===== config.mk =====
export PLATFORM = sky130hd
export DESIGN_NAME = vga_cursor_overlay_flat
export DESIGN_NICKNAME = d
export VERILOG_FILES = /design/src/rtl/vga_pkg.sv /design/src/rtl/vga_cursor_overlay_if.sv /design/src/rtl/vga_cursor_regs.sv /design/src/rtl/vga_cursor_overlay.sv /design/src/flat_wrapper.sv
export SDC_FILE = /design/constraint.sdc
export NUM_CORES = 2
export LEC_CHECK = 0
export ABC_CLOCK_PERIOD_IN_PS = 4460
export CAP_MARGIN = 5
export CORE_ASPECT_RATIO = 0.9
export CORE_MARGIN = 4
export CORE_UTILIZATION = 40
export CTS_CLUSTER_DIAMETER = 40
export CTS_CLUSTER_SIZE = 16
export DETAILED_ROUTE_END_ITERATION = 16
export SETUP_SLACK_MARGIN = 0.15
export SKIP_CTS_REPAIR_TIMING = 1
export SYNTH_ARGS = -nofsm -noshare
export SYNTH_HDL_FRONTEND = slang
export SYNTH_SLANG_ARGS = --single-unit
export TNS_END_PERCENT = 50

===== constraint.sdc =====
create_clock -name clk_i -period 4.46 [get_ports clk_i]
set_input_delay 0.669 -clock clk_i [delete_from_list [all_inputs] [get_ports clk_i]]
set_output_delay 0.669 -clock clk_i [all_outputs]
set_load 0.01 [all_outputs]

===== src/rtl/vga_pkg.sv =====
`default_nettype none
// ============================================================================
//  Module      : vga_pkg
//  Description : Shared constants for the VGA cursor overlay. Holds the
//                register map offsets, CTRL bit positions, active-area size,
//                cursor size, and a Wishbone byte-lane merge helper.
//  Revision    : 1.0 - initial release
// ============================================================================
package vga_pkg;

    // Register map. These are byte offsets on the bus, word aligned.
    localparam logic [7:0] CUR_X_OFF   = 8'h00;
    localparam logic [7:0] CUR_Y_OFF   = 8'h04;
    localparam logic [7:0] CTRL_OFF    = 8'h08;
    localparam logic [7:0] COLOR_OFF   = 8'h0C;
    localparam logic [7:0] BITMAP_BASE = 8'h80;

    // CTRL bit positions
    localparam int CTRL_EN_BIT    = 0;
    localparam int CTRL_INV_BIT   = 1;
    localparam int CTRL_BLINK_BIT = 2;

    // Active area and the coordinate widths it implies
    localparam int H_ACTIVE    = 640;
    localparam int V_ACTIVE    = 480;
    localparam int X_W         = $clog2(H_ACTIVE);   // 10
    localparam int Y_W         = $clog2(V_ACTIVE);   // 9
    localparam int CURSOR_SIZE = 32;

    localparam int WB_AW = 8;

    // Replace each byte lane of old_word that is enabled in sel
    function automatic logic [31:0] wb_merge(input logic [31:0] old_word,
                                             input logic [31:0] wr_word,
                                             input logic [3:0]  sel);
        logic [31:0] merged;
        merged = old_word;
        for (int i = 0; i < 4; i++) begin
            if (sel[i]) merged[8*i +: 8] = wr_word[8*i +: 8];
        end
        return merged;
    endfunction

endpackage
`default_nettype wire


===== src/rtl/vga_cursor_overlay_if.sv =====
`default_nettype none
// ============================================================================
//  Module      : if_wb
//  Description : Classic single-cycle Wishbone bus carrying 32-bit data and
//                byte addresses. Masters drive cyc/stb/we/adr/sel/dat_w.
//                Slaves return dat_r/ack.
//  Revision    : 1.0 - initial release
// ============================================================================
interface if_wb #(
    parameter int AW = 8
);
    logic          cyc;
    logic          stb;
    logic          we;
    logic [AW-1:0] adr;
    logic [3:0]    sel;
    logic [31:0]   dat_w;
    logic [31:0]   dat_r;
    logic          ack;

    modport master (output cyc, stb, we, adr, sel, dat_w, input dat_r, ack);
    modport slave  (input cyc, stb, we, adr, sel, dat_w, output dat_r, ack);
endinterface
`default_nettype wire


===== src/rtl/vga_cursor_regs.sv =====
`default_nettype none
// ============================================================================
//  Module      : vga_cursor_regs
//  Description : Wishbone register file for the cursor overlay. Holds
//                CUR_X, CUR_Y, CTRL, CUR_COLOR and the 32x32 bitmap.
//                Position and CTRL are copied to shadows on each vs edge.
//                Colour and bitmap are used live.
//  Config      : CURSOR_BLINK_EN - adds a 6-bit frame counter and makes
//                CTRL bit2 writable (blink).
//  Ports       : clk_i/rst_i    pixel clock, async active-low reset
//                bus            Wishbone slave
//                vs_edge_i      vs assertion edge from the pipeline
//                bmp_row_i/_o   bitmap read port for the pipeline
//                shd_*_o        shadowed position / invert mode
//                cursor_on_o    shadow enable with blink applied
//                color_o        live cursor colour {r,g,b}
//  Revision    : 1.0 - initial release
// ============================================================================
module vga_cursor_regs
    import vga_pkg::*;
#(
    parameter int BPP = 8
) (
    input  wire logic             clk_i,
    input  wire logic             rst_i,
    if_wb.slave                   bus,
    input  wire logic             vs_edge_i,
    input  wire logic [4:0]       bmp_row_i,
    output logic      [31:0]      bmp_data_o,
    output logic      [X_W-1:0]   shd_x_o,
    output logic      [Y_W-1:0]   shd_y_o,
    output logic                  shd_inv_o,
    output logic                  cursor_on_o,
    output logic      [3*BPP-1:0] color_o
);

`ifdef CURSOR_BLINK_EN
    localparam logic [2:0] c_ctrl_mask = 3'b111;
`else
    localparam logic [2:0] c_ctrl_mask = 3'b011;
`endif

    logic [X_W-1:0]   cur_x_q, cur_x_d;
    logic [Y_W-1:0]   cur_y_q, cur_y_d;
    logic [2:0]       ctrl_q, ctrl_d;
    logic [3*BPP-1:0] color_q, color_d;
    logic [31:0]      bitmap_q [CURSOR_SIZE];
    logic [31:0]      bitmap_d [CURSOR_SIZE];
    logic [X_W-1:0]   shd_x_q, shd_x_d;
    logic [Y_W-1:0]   shd_y_q, shd_y_d;
    logic [2:0]       shd_ctrl_q, shd_ctrl_d;
    logic             ack_q, ack_d;
    logic [31:0]      rdat_q, rdat_d;

    logic        w_access;
    logic [7:0]  w_off;
    logic        w_is_bmp;
    logic [4:0]  w_row;
    logic [31:0] w_cur_word;
    logic [31:0] w_merged;
    logic        w_blink_off;
    logic        w_unused;

    // The low address bits are ignored because every register is word wide
    assign w_unused = ^{bus.adr[1:0], shd_ctrl_q[CTRL_BLINK_BIT]};

    // An ack holds off the next beat, so each strobe gets exactly one ack
    assign w_access = bus.cyc & bus.stb & ~ack_q;
    assign w_off    = {bus.adr[7:2], 2'b00};
    assign w_is_bmp = (w_off >= BITMAP_BASE);
    assign w_row    = bus.adr[6:2];

    // Current content of the addressed word. It serves as the read data and
    // as the base for byte-lane writes.
    always_comb begin
        w_cur_word = '0;
        if (w_is_bmp) begin
            w_cur_word = bitmap_q[w_row];
        end else begin
            case (w_off)
                CUR_X_OFF: w_cur_word = {{(32-X_W){1'b0}}, cur_x_q};
                CUR_Y_OFF: w_cur_word = {{(32-Y_W){1'b0}}, cur_y_q};
                CTRL_OFF:  w_cur_word = {29'd0, ctrl_q};
                COLOR_OFF: w_cur_word = {{(32-3*BPP){1'b0}}, color_q};
                default:   w_cur_word = '0;
            endcase
        end
    end

    assign w_merged = wb_merge(w_cur_word, bus.dat_w, bus.sel);

    always_comb begin
        cur_x_d    = cur_x_q;
        cur_y_d    = cur_y_q;
        ctrl_d     = ctrl_q;
        color_d    = color_q;
        bitmap_d   = bitmap_q;
        shd_x_d    = shd_x_q;
        shd_y_d    = shd_y_q;
        shd_ctrl_d = shd_ctrl_q;
        ack_d      = w_access;
        rdat_d     = '0;

        if (w_access && !bus.we) rdat_d = w_cur_word;

        if (w_access && bus.we) begin
            if (w_is_bmp) begin
                bitmap_d[w_row] = w_merged;
            end else begin
                case (w_off)
                    CUR_X_OFF: cur_x_d = w_merged[X_W-1:0];
                    CUR_Y_OFF: cur_y_d = w_merged[Y_W-1:0];
                    CTRL_OFF:  ctrl_d  = w_merged[2:0] & c_ctrl_mask;
                    COLOR_OFF: color_d = w_merged[3*BPP-1:0];
                    default:   ;
                endcase
            end
        end

        // Shadows sample the pre-write (_q) values. A write that lands on
        // the same edge as vs therefore takes effect one frame later.
        if (vs_edge_i) begin
            shd_x_d    = cur_x_q;
            shd_y_d    = cur_y_q;
            shd_ctrl_d = ctrl_q;
        end
    end

    always_ff @(posedge clk_i or negedge rst_i) begin
        if (!rst_i) begin
            cur_x_q    <= '0;
            cur_y_q    <= '0;
            ctrl_q     <= '0;
            color_q    <= '0;
            shd_x_q    <= '0;
            shd_y_q    <= '0;
            shd_ctrl_q <= '0;
            ack_q      <= 1'b0;
            rdat_q     <= '0;
            for (int i = 0; i < CURSOR_SIZE; i++) bitmap_q[i] <= '0;
        end else begin
            cur_x_q    <= cur_x_d;
            cur_y_q    <= cur_y_d;
            ctrl_q     <= ctrl_d;
            color_q    <= color_d;
            shd_x_q    <= shd_x_d;
            shd_y_q    <= shd_y_d;
            shd_ctrl_q <= shd_ctrl_d;
            ack_q      <= ack_d;
            rdat_q     <= rdat_d;
            for (int i = 0; i < CURSOR_SIZE; i++) bitmap_q[i] <= bitmap_d[i];
        end
    end

`ifdef CURSOR_BLINK_EN
    logic [5:0] frame_cnt_q, frame_cnt_d;

    always_comb begin
        frame_cnt_d = frame_cnt_q;
        if (vs_edge_i) frame_cnt_d = frame_cnt_q + 6'd1;
    end

    always_ff @(posedge clk_i or negedge rst_i) begin
        if (!rst_i) frame_cnt_q <= '0;
        else        frame_cnt_q <= frame_cnt_d;
    end

    // The MSB splits the 64-frame period into 32 frames on, 32 frames off
    assign w_blink_off = shd_ctrl_q[CTRL_BLINK_BIT] & frame_cnt_q[5];
`else
    assign w_blink_off = 1'b0;
`endif

    assign bus.ack     = ack_q;
    assign bus.dat_r   = rdat_q;
    assign bmp_data_o  = bitmap_q[bmp_row_i];
    assign shd_x_o     = shd_x_q;
    assign shd_y_o     = shd_y_q;
    assign shd_inv_o   = shd_ctrl_q[CTRL_INV_BIT];
    assign cursor_on_o = shd_ctrl_q[CTRL_EN_BIT] & ~w_blink_off;
    assign color_o     = color_q;

endmodule
`default_nettype wire


===== src/rtl/vga_cursor_overlay.sv =====
`default_nettype none
// ============================================================================
//  Module      : vga_cursor_overlay
//  Description : Two-stage pixel pipeline that overlays a 32x32 monochrome
//                hardware cursor on upstream RGB.
//                Stage 1 tracks x/y and runs the hit test.
//                Stage 2 muxes the output colour.
//                Sync, blank and RGB all leave exactly 2 clocks after entry.
//  Config      : CURSOR_BLINK_EN - blink support (see vga_cursor_regs)
//  Ports       : clk_i, rst_i (async active-low)
//                vs_i, hs_i, blank_n_i, red_i/green_i/blue_i   upstream
//                vs, hs, blank_n, red/green/blue               to DAC
//                bus                                           Wishbone slave
//  Revision    : 1.0 - initial release
// ============================================================================
module vga_cursor_overlay
    import vga_pkg::*;
#(
    parameter int BPP             = 8,
    parameter bit SYNC_ACTIVE_LOW = 1'b1
) (
    input  wire logic           clk_i,
    input  wire logic           rst_i,
    input  wire logic           vs_i,
    input  wire logic           hs_i,
    input  wire logic           blank_n_i,
    input  wire logic [BPP-1:0] red_i,
    input  wire logic [BPP-1:0] green_i,
    input  wire logic [BPP-1:0] blue_i,
    output logic                vs,
    output logic                hs,
    output logic                blank_n,
    output logic      [BPP-1:0] red,
    output logic      [BPP-1:0] green,
    output logic      [BPP-1:0] blue,
    if_wb.slave                 bus
);

    localparam logic       c_sync_idle = SYNC_ACTIVE_LOW ? 1'b1 : 1'b0;
    localparam logic [4:0] c_last_col  = 5'(CURSOR_SIZE - 1);

    logic [31:0]      w_bmp_data;
    logic [X_W-1:0]   w_shd_x;
    logic [Y_W-1:0]   w_shd_y;
    logic             w_shd_inv;
    logic             w_cursor_on;
    logic [3*BPP-1:0] w_color;

    logic             w_vs_act, w_vs_edge, w_blank_fall;
    logic             w_hit, w_pix;
    logic [4:0]       w_col, w_row;

    // Stage-1 state and tracking registers
    logic             vs_act_q, vs_act_d;
    logic             blank_prev_q, blank_prev_d;
    logic [X_W-1:0]   x_q, x_d;
    logic [Y_W-1:0]   y_q, y_d;
    logic             s1_vs_q, s1_vs_d;
    logic             s1_hs_q, s1_hs_d;
    logic             s1_blank_q, s1_blank_d;
    logic [3*BPP-1:0] s1_rgb_q, s1_rgb_d;
    logic             s1_draw_q, s1_draw_d;
    logic             s1_inv_q, s1_inv_d;

    // Stage-2 (output) registers
    logic             s2_vs_q, s2_vs_d;
    logic             s2_hs_q, s2_hs_d;
    logic             s2_blank_q, s2_blank_d;
    logic [3*BPP-1:0] s2_rgb_q, s2_rgb_d;

    vga_cursor_regs #(
        .BPP (BPP)
    ) u_regs (
        .clk_i       (clk_i),
        .rst_i       (rst_i),
        .bus         (bus),
        .vs_edge_i   (w_vs_edge),
        .bmp_row_i   (w_row),
        .bmp_data_o  (w_bmp_data),
        .shd_x_o     (w_shd_x),
        .shd_y_o     (w_shd_y),
        .shd_inv_o   (w_shd_inv),
        .cursor_on_o (w_cursor_on),
        .color_o     (w_color)
    );

    assign w_vs_act     = SYNC_ACTIVE_LOW ? ~vs_i : vs_i;
    assign w_vs_edge    = w_vs_act & ~vs_act_q;
    assign w_blank_fall = blank_prev_q & ~blank_n_i;

    // Compare one bit wider than the coordinates so a cursor near the right
    // or bottom edge clips instead of wrapping back to column/row 0.
    always_comb begin
        w_hit = w_cursor_on && blank_n_i
             && ({1'b0, x_q} >= {1'b0, w_shd_x})
             && ({1'b0, x_q} <  ({1'b0, w_shd_x} + (X_W+1)'(CURSOR_SIZE)))
             && ({1'b0, y_q} >= {1'b0, w_shd_y})
             && ({1'b0, y_q} <  ({1'b0, w_shd_y} + (Y_W+1)'(CURSOR_SIZE)));
    end

    // Only the low 5 bits of the offsets matter inside the 32x32 window
    assign w_col = x_q[4:0] - w_shd_x[4:0];
    assign w_row = y_q[4:0] - w_shd_y[4:0];
    assign w_pix = w_bmp_data[c_last_col - w_col];   // bit 31 = leftmost

    always_comb begin
        vs_act_d     = w_vs_act;
        blank_prev_d = blank_n_i;
        x_d          = blank_n_i ? x_q + 1'b1 : '0;
        y_d          = y_q;
        if (w_vs_edge)         y_d = '0;
        else if (w_blank_fall) y_d = y_q + 1'b1;

        s1_vs_d    = vs_i;
        s1_hs_d    = hs_i;
        s1_blank_d = blank_n_i;
        s1_rgb_d   = {red_i, green_i, blue_i};
        s1_draw_d  = w_hit & w_pix;
        s1_inv_d   = w_shd_inv;

        s2_vs_d    = s1_vs_q;
        s2_hs_d    = s1_hs_q;
        s2_blank_d = s1_blank_q;
        s2_rgb_d   = s1_rgb_q;
        if (!s1_blank_q)    s2_rgb_d = '0;
        else if (s1_draw_q) s2_rgb_d = s1_inv_q ? ~s1_rgb_q : w_color;
    end

    always_ff @(posedge clk_i or negedge rst_i) begin
        if (!rst_i) begin
            vs_act_q     <= 1'b0;
            blank_prev_q <= 1'b0;
            x_q          <= '0;
            y_q          <= '0;
            s1_vs_q      <= c_sync_idle;
            s1_hs_q      <= c_sync_idle;
            s1_blank_q   <= 1'b0;
            s1_rgb_q     <= '0;
            s1_draw_q    <= 1'b0;
            s1_inv_q     <= 1'b0;
            s2_vs_q      <= c_sync_idle;
            s2_hs_q      <= c_sync_idle;
            s2_blank_q   <= 1'b0;
            s2_rgb_q     <= '0;
        end else begin
            vs_act_q     <= vs_act_d;
            blank_prev_q <= blank_prev_d;
            x_q          <= x_d;
            y_q          <= y_d;
            s1_vs_q      <= s1_vs_d;
            s1_hs_q      <= s1_hs_d;
            s1_blank_q   <= s1_blank_d;
            s1_rgb_q     <= s1_rgb_d;
            s1_draw_q    <= s1_draw_d;
            s1_inv_q     <= s1_inv_d;
            s2_vs_q      <= s2_vs_d;
            s2_hs_q      <= s2_hs_d;
            s2_blank_q   <= s2_blank_d;
            s2_rgb_q     <= s2_rgb_d;
        end
    end

    assign vs      = s2_vs_q;
    assign hs      = s2_hs_q;
    assign blank_n = s2_blank_q;
    assign red     = s2_rgb_q[3*BPP-1:2*BPP];
    assign green   = s2_rgb_q[2*BPP-1:BPP];
    assign blue    = s2_rgb_q[BPP-1:0];

endmodule
`default_nettype wire


===== src/flat_wrapper.sv =====
// flat-port wrapper written by rule: the top's interface ports become plain ports
module vga_cursor_overlay_flat import vga_pkg::*;
#(
    parameter int BPP             = 8,
    parameter bit SYNC_ACTIVE_LOW = 1'b1
)
  (clk_i, rst_i, vs_i, hs_i, blank_n_i, red_i, green_i, blue_i, vs, hs, blank_n, red, green, blue, bus_cyc, bus_stb, bus_we, bus_adr, bus_sel, bus_dat_w, bus_dat_r, bus_ack);
  if_wb #(.AW(WB_AW)) bus_i ();
  input  wire logic clk_i;
  input  wire logic rst_i;
  input  wire logic vs_i;
  input  wire logic hs_i;
  input  wire logic blank_n_i;
  input  wire logic [BPP-1:0] red_i;
  input  wire logic [BPP-1:0] green_i;
  input  wire logic [BPP-1:0] blue_i;
  output logic vs;
  output logic hs;
  output logic blank_n;
  output logic      [BPP-1:0] red;
  output logic      [BPP-1:0] green;
  output logic      [BPP-1:0] blue;
  input wire logic [$bits(bus_i.cyc)-1:0] bus_cyc;
  input wire logic [$bits(bus_i.stb)-1:0] bus_stb;
  input wire logic [$bits(bus_i.we)-1:0] bus_we;
  input wire logic [$bits(bus_i.adr)-1:0] bus_adr;
  input wire logic [$bits(bus_i.sel)-1:0] bus_sel;
  input wire logic [$bits(bus_i.dat_w)-1:0] bus_dat_w;
  output wire logic [$bits(bus_i.dat_r)-1:0] bus_dat_r;
  output wire logic [$bits(bus_i.ack)-1:0] bus_ack;
  assign bus_i.cyc = bus_cyc;
  assign bus_i.stb = bus_stb;
  assign bus_i.we = bus_we;
  assign bus_i.adr = bus_adr;
  assign bus_i.sel = bus_sel;
  assign bus_i.dat_w = bus_dat_w;
  assign bus_dat_r = bus_i.dat_r;
  assign bus_ack = bus_i.ack;
  vga_cursor_overlay #(.BPP(BPP), .SYNC_ACTIVE_LOW(SYNC_ACTIVE_LOW)) u_core (.clk_i(clk_i), .rst_i(rst_i), .vs_i(vs_i), .hs_i(hs_i), .blank_n_i(blank_n_i), .red_i(red_i), .green_i(green_i), .blue_i(blue_i), .vs(vs), .hs(hs), .blank_n(blank_n), .red(red), .green(green), .blue(blue), .bus(bus_i));
endmodule

==> flow_metrics.env <==
export IMPL_start_util=0.4039
export IMPL_placementRows=135
export IMPL_ys_flop_type="dfrtp_1"
export IMPL_rsz0062_at_grt="true"
export IMPL_die_w_um=419.6
export IMPL_avgSynthCellArea_um2=12.31
export IMPL_tritoncts_num_buffers=184
export IMPL_grt_pass1_wl_um=309600
export IMPL_drive_gt1_frac=0.3188
export IMPL_area_growth_synth_to_final_pct=19.76
export IMPL_n_fill_cell=13200
export IMPL_synth_cells=4956
export IMPL_setup_violations=0
export IMPL_drt_initial_drc_count=5150
export IMPL_max_clock_freq_mhz=230.1
export IMPL_synth_warnings=0
export IMPL_coreArea_um2=151000
export IMPL_syn_cell_area_um2=60990
export IMPL_synth_distinct_cells=70
export IMPL_ir_drop_uv=385.7
export IMPL_ys_seq_area_frac=0.4921
export IMPL_ff2ff_setup_slack_ns=0.11
export IMPL_first_global_vias=44330
export IMPL_outcome="completed"
export IMPL_insertion_delay_ns=0.82
export IMPL_cts_root_buf="clkbuf_16"
export IMPL_drtAntennaViolNets=0
export IMPL_cpMaxStageDelayCell="fa_4"
export IMPL_synth_edf_count=0
export IMPL_end_kind="flop"
export IMPL_vias=44690
export IMPL_dpl_cell_area_um2=65920
export IMPL_antenna_found_initial=5
export IMPL_crit_chain="inv_2 -> ha_4 -> inv_2 -> fa_4 -> buf_12 -> buf_12 -> buf_16 -> buf_16 -> mux4_2 -> mux4_2 -> a22oi_1 -> nor2_1 -> nor4_2 -> a31oi_1 -> and4_1"
export IMPL_finClkSkew_ns=0.04150
export IMPL_cts_tree="built"
export IMPL_hpwl_um=127300
export IMPL_wire_per_inst_um=29.10
export IMPL_synth_nets=5069
export IMPL_crit_arrival_ns=5.06
export IMPL_power_density_nw_per_um2=445.0
export IMPL_required_ns=5.18
export IMPL_htree_levels=4
export IMPL_drv_cap=0
export IMPL_crit_fanout=12
export IMPL_final_cell_mix="1195 x dfrtp_1, 865 x nand2_1, 659 x o21ai_0, 528 x mux4_2, 428 x mux2_2"
export IMPL_grt_ovfl_total=0
export IMPL_hold_viol=0
export IMPL_grt_max_degree=136
export IMPL_fin_area_um2=73040
export IMPL_final_common_cell="dfrtp_1"
export IMPL_slew_viol_final=0
export IMPL_clkSlewWorstSetupHoldPaths_ns=0.06
export IMPL_drc=0
export IMPL_die_area_um2=158800
export IMPL_fp_dieH_um=378.4
export IMPL_setup_tns_ns=0
export IMPL_period_needed_ns=4.345
export IMPL_wirelength_um=210000
export IMPL_io_pin_count=136
export IMPL_final_net_count=5178
export IMPL_register_area_um2=30010
export IMPL_cp_start_kind="flop"
export IMPL_ys_ff_latch=1199
export IMPL_p_leak_uw=0.03219
export IMPL_slowest_delay_ns=0.89
export IMPL_min_period_over_period=0.9743
export IMPL_numClockSinks=1199
export IMPL_gp_congestion=0.8462
export IMPL_tightest_slew_ns=1.188
export IMPL_maxSlewHeadroom=0.1911
export IMPL_hp_class="in2reg"
export IMPL_grt_total_usage=0.2647
export IMPL_io_buffers=133
export IMPL_drt_first_pass_iters=5
export IMPL_avgViaCountPerCell=6.194
export IMPL_multi_input_area_um2=29170
export IMPL_worst_setup_path_type="reg2reg"
export IMPL_clk_path_buf_depth=3
export IMPL_async_flop_share=1.000
==> state kept, by name, summed over array words and instances (netlist names), 10 cells and up <==
register / cells
u_core.u_regs.color_o: 24
u_core.u_regs.cur_x_q: 10
u_core.x_q: 10
u_core.u_regs.bus.dat_r: 32
u_core.u_regs.shd_x_o: 10
u_core.s1_rgb_q: 24
u_core.u_regs.bitmap_q: 1024
u_core.s2_rgb_q: 24
==> layer usage <==
metal  track usage  wire length [um]
met2        0.4041             95170
met3       0.06720             20820
met5      0.001541                 0
met4        0.1136              9851
met1        0.3601             84150
==> power by group <==
part | total [uW] | switching [uW] | internal (uW)
Sequential | 11400 | 208 | 11200
Combinational | 5570 | 3320 | 2250
Clock | 15600 | 5980 | 9580
==> worst paths after layout <==
check,cells past startpoint,startpoint,to
hold reg to reg,0,u_core.s1_hs_q,u_core.hs
hold / removal,1,hs_i,u_core.s1_hs_q
min in group asynchronous,2,rst_i,u_core.u_regs.bitmap_q[475]
setup reg to reg,15,u_core.y_q[0],u_core.s1_draw_q
max in group asynchronous,3,rst_i,u_core.u_regs.bitmap_q[933]
setup / recovery,15,u_core.y_q[0],u_core.s1_draw_q
==> cell families (layout without fill, tap and decap cells) <==
| logic type | count (synthesis) | in the layout | synth area share |
|---|---|---|---|
| and+or+nand+nor | 1140 | 1140 | 0.07706 |
| muxes | 1026 | 1026 | 0.2855 |
| AOI/OAI and AO/OA | 992 | 992 | 0.09435 |
| other | 0 | 3 | 0 |
| xor gates and xnor gates | 27 | 27 | 0.004185 |
| buffers and inverters | 535 | 805 | 0.03900 |
| DFF | 1199 | 1199 | 0.4921 |
| adders and majority gates | 37 | 37 | 0.007837 |
==> final cells by class <==
type                            instances  share of cell area
Antenna cell                            3           0.0001028
Clock buffer                          212             0.06768
Clock inverter                        135             0.02465
Inverter                               66            0.003392
Multi-Input combinational cell       3222              0.3994
Sequential cell                      1199              0.4109
Tap cell                             1986             0.03402
Timing Repair Buffer                  392             0.05987
==> through the flow <==
stage	util	power, uW	setup WS (ns)	std cells	hold WS (ns)
2_1_floorplan	-	14500	0.8190	4956	0.3452
3_3_place_gp	0.4366	16760	-0.1212	6840	0.3476
3_5_place_dp	0.4366	16790	-0.05472	6840	0.3470
4_1_cts	0.4812	32350	-0.07833	7187	-0.2175
5_1_grt	0.4836	33430	0.08062	7213	0.2590
6_report	0.4837	32500	0.1148	7215	0.2887
==> critical path: cells and delay by family, from the launching register on <==
family	cells	cell delay [ns]
DFF	1	0.39
and+or+nand+nor	3	0.60
adders and majority gates	2	1.01
AOI/OAI and AO/OA	2	0.50
buffers and inverters	6	0.72
muxes	2	0.98
==> cell usage after synthesis (37+ instances only) <==
cell | n | area (um^2)
nand3_1 | 50 | 250.2
clkbuf_1 | 295 | 1107
mux2i_1 | 70 | 700.7
nand4_1 | 38 | 237.7
mux2_2 | 428 | 4820
inv_1 | 65 | 244.0
buf_2 | 95 | 475.5
o21ai_0 | 659 | 3298
nand2_1 | 898 | 3371
buf_4 | 37 | 277.8
a22oi_1 | 137 | 1028
mux4_2 | 528 | 11890
dfrtp_1 | 1195 | 29900
nor2_1 | 62 | 232.7
Note: power is estimated with default switching activity, not from simulation.
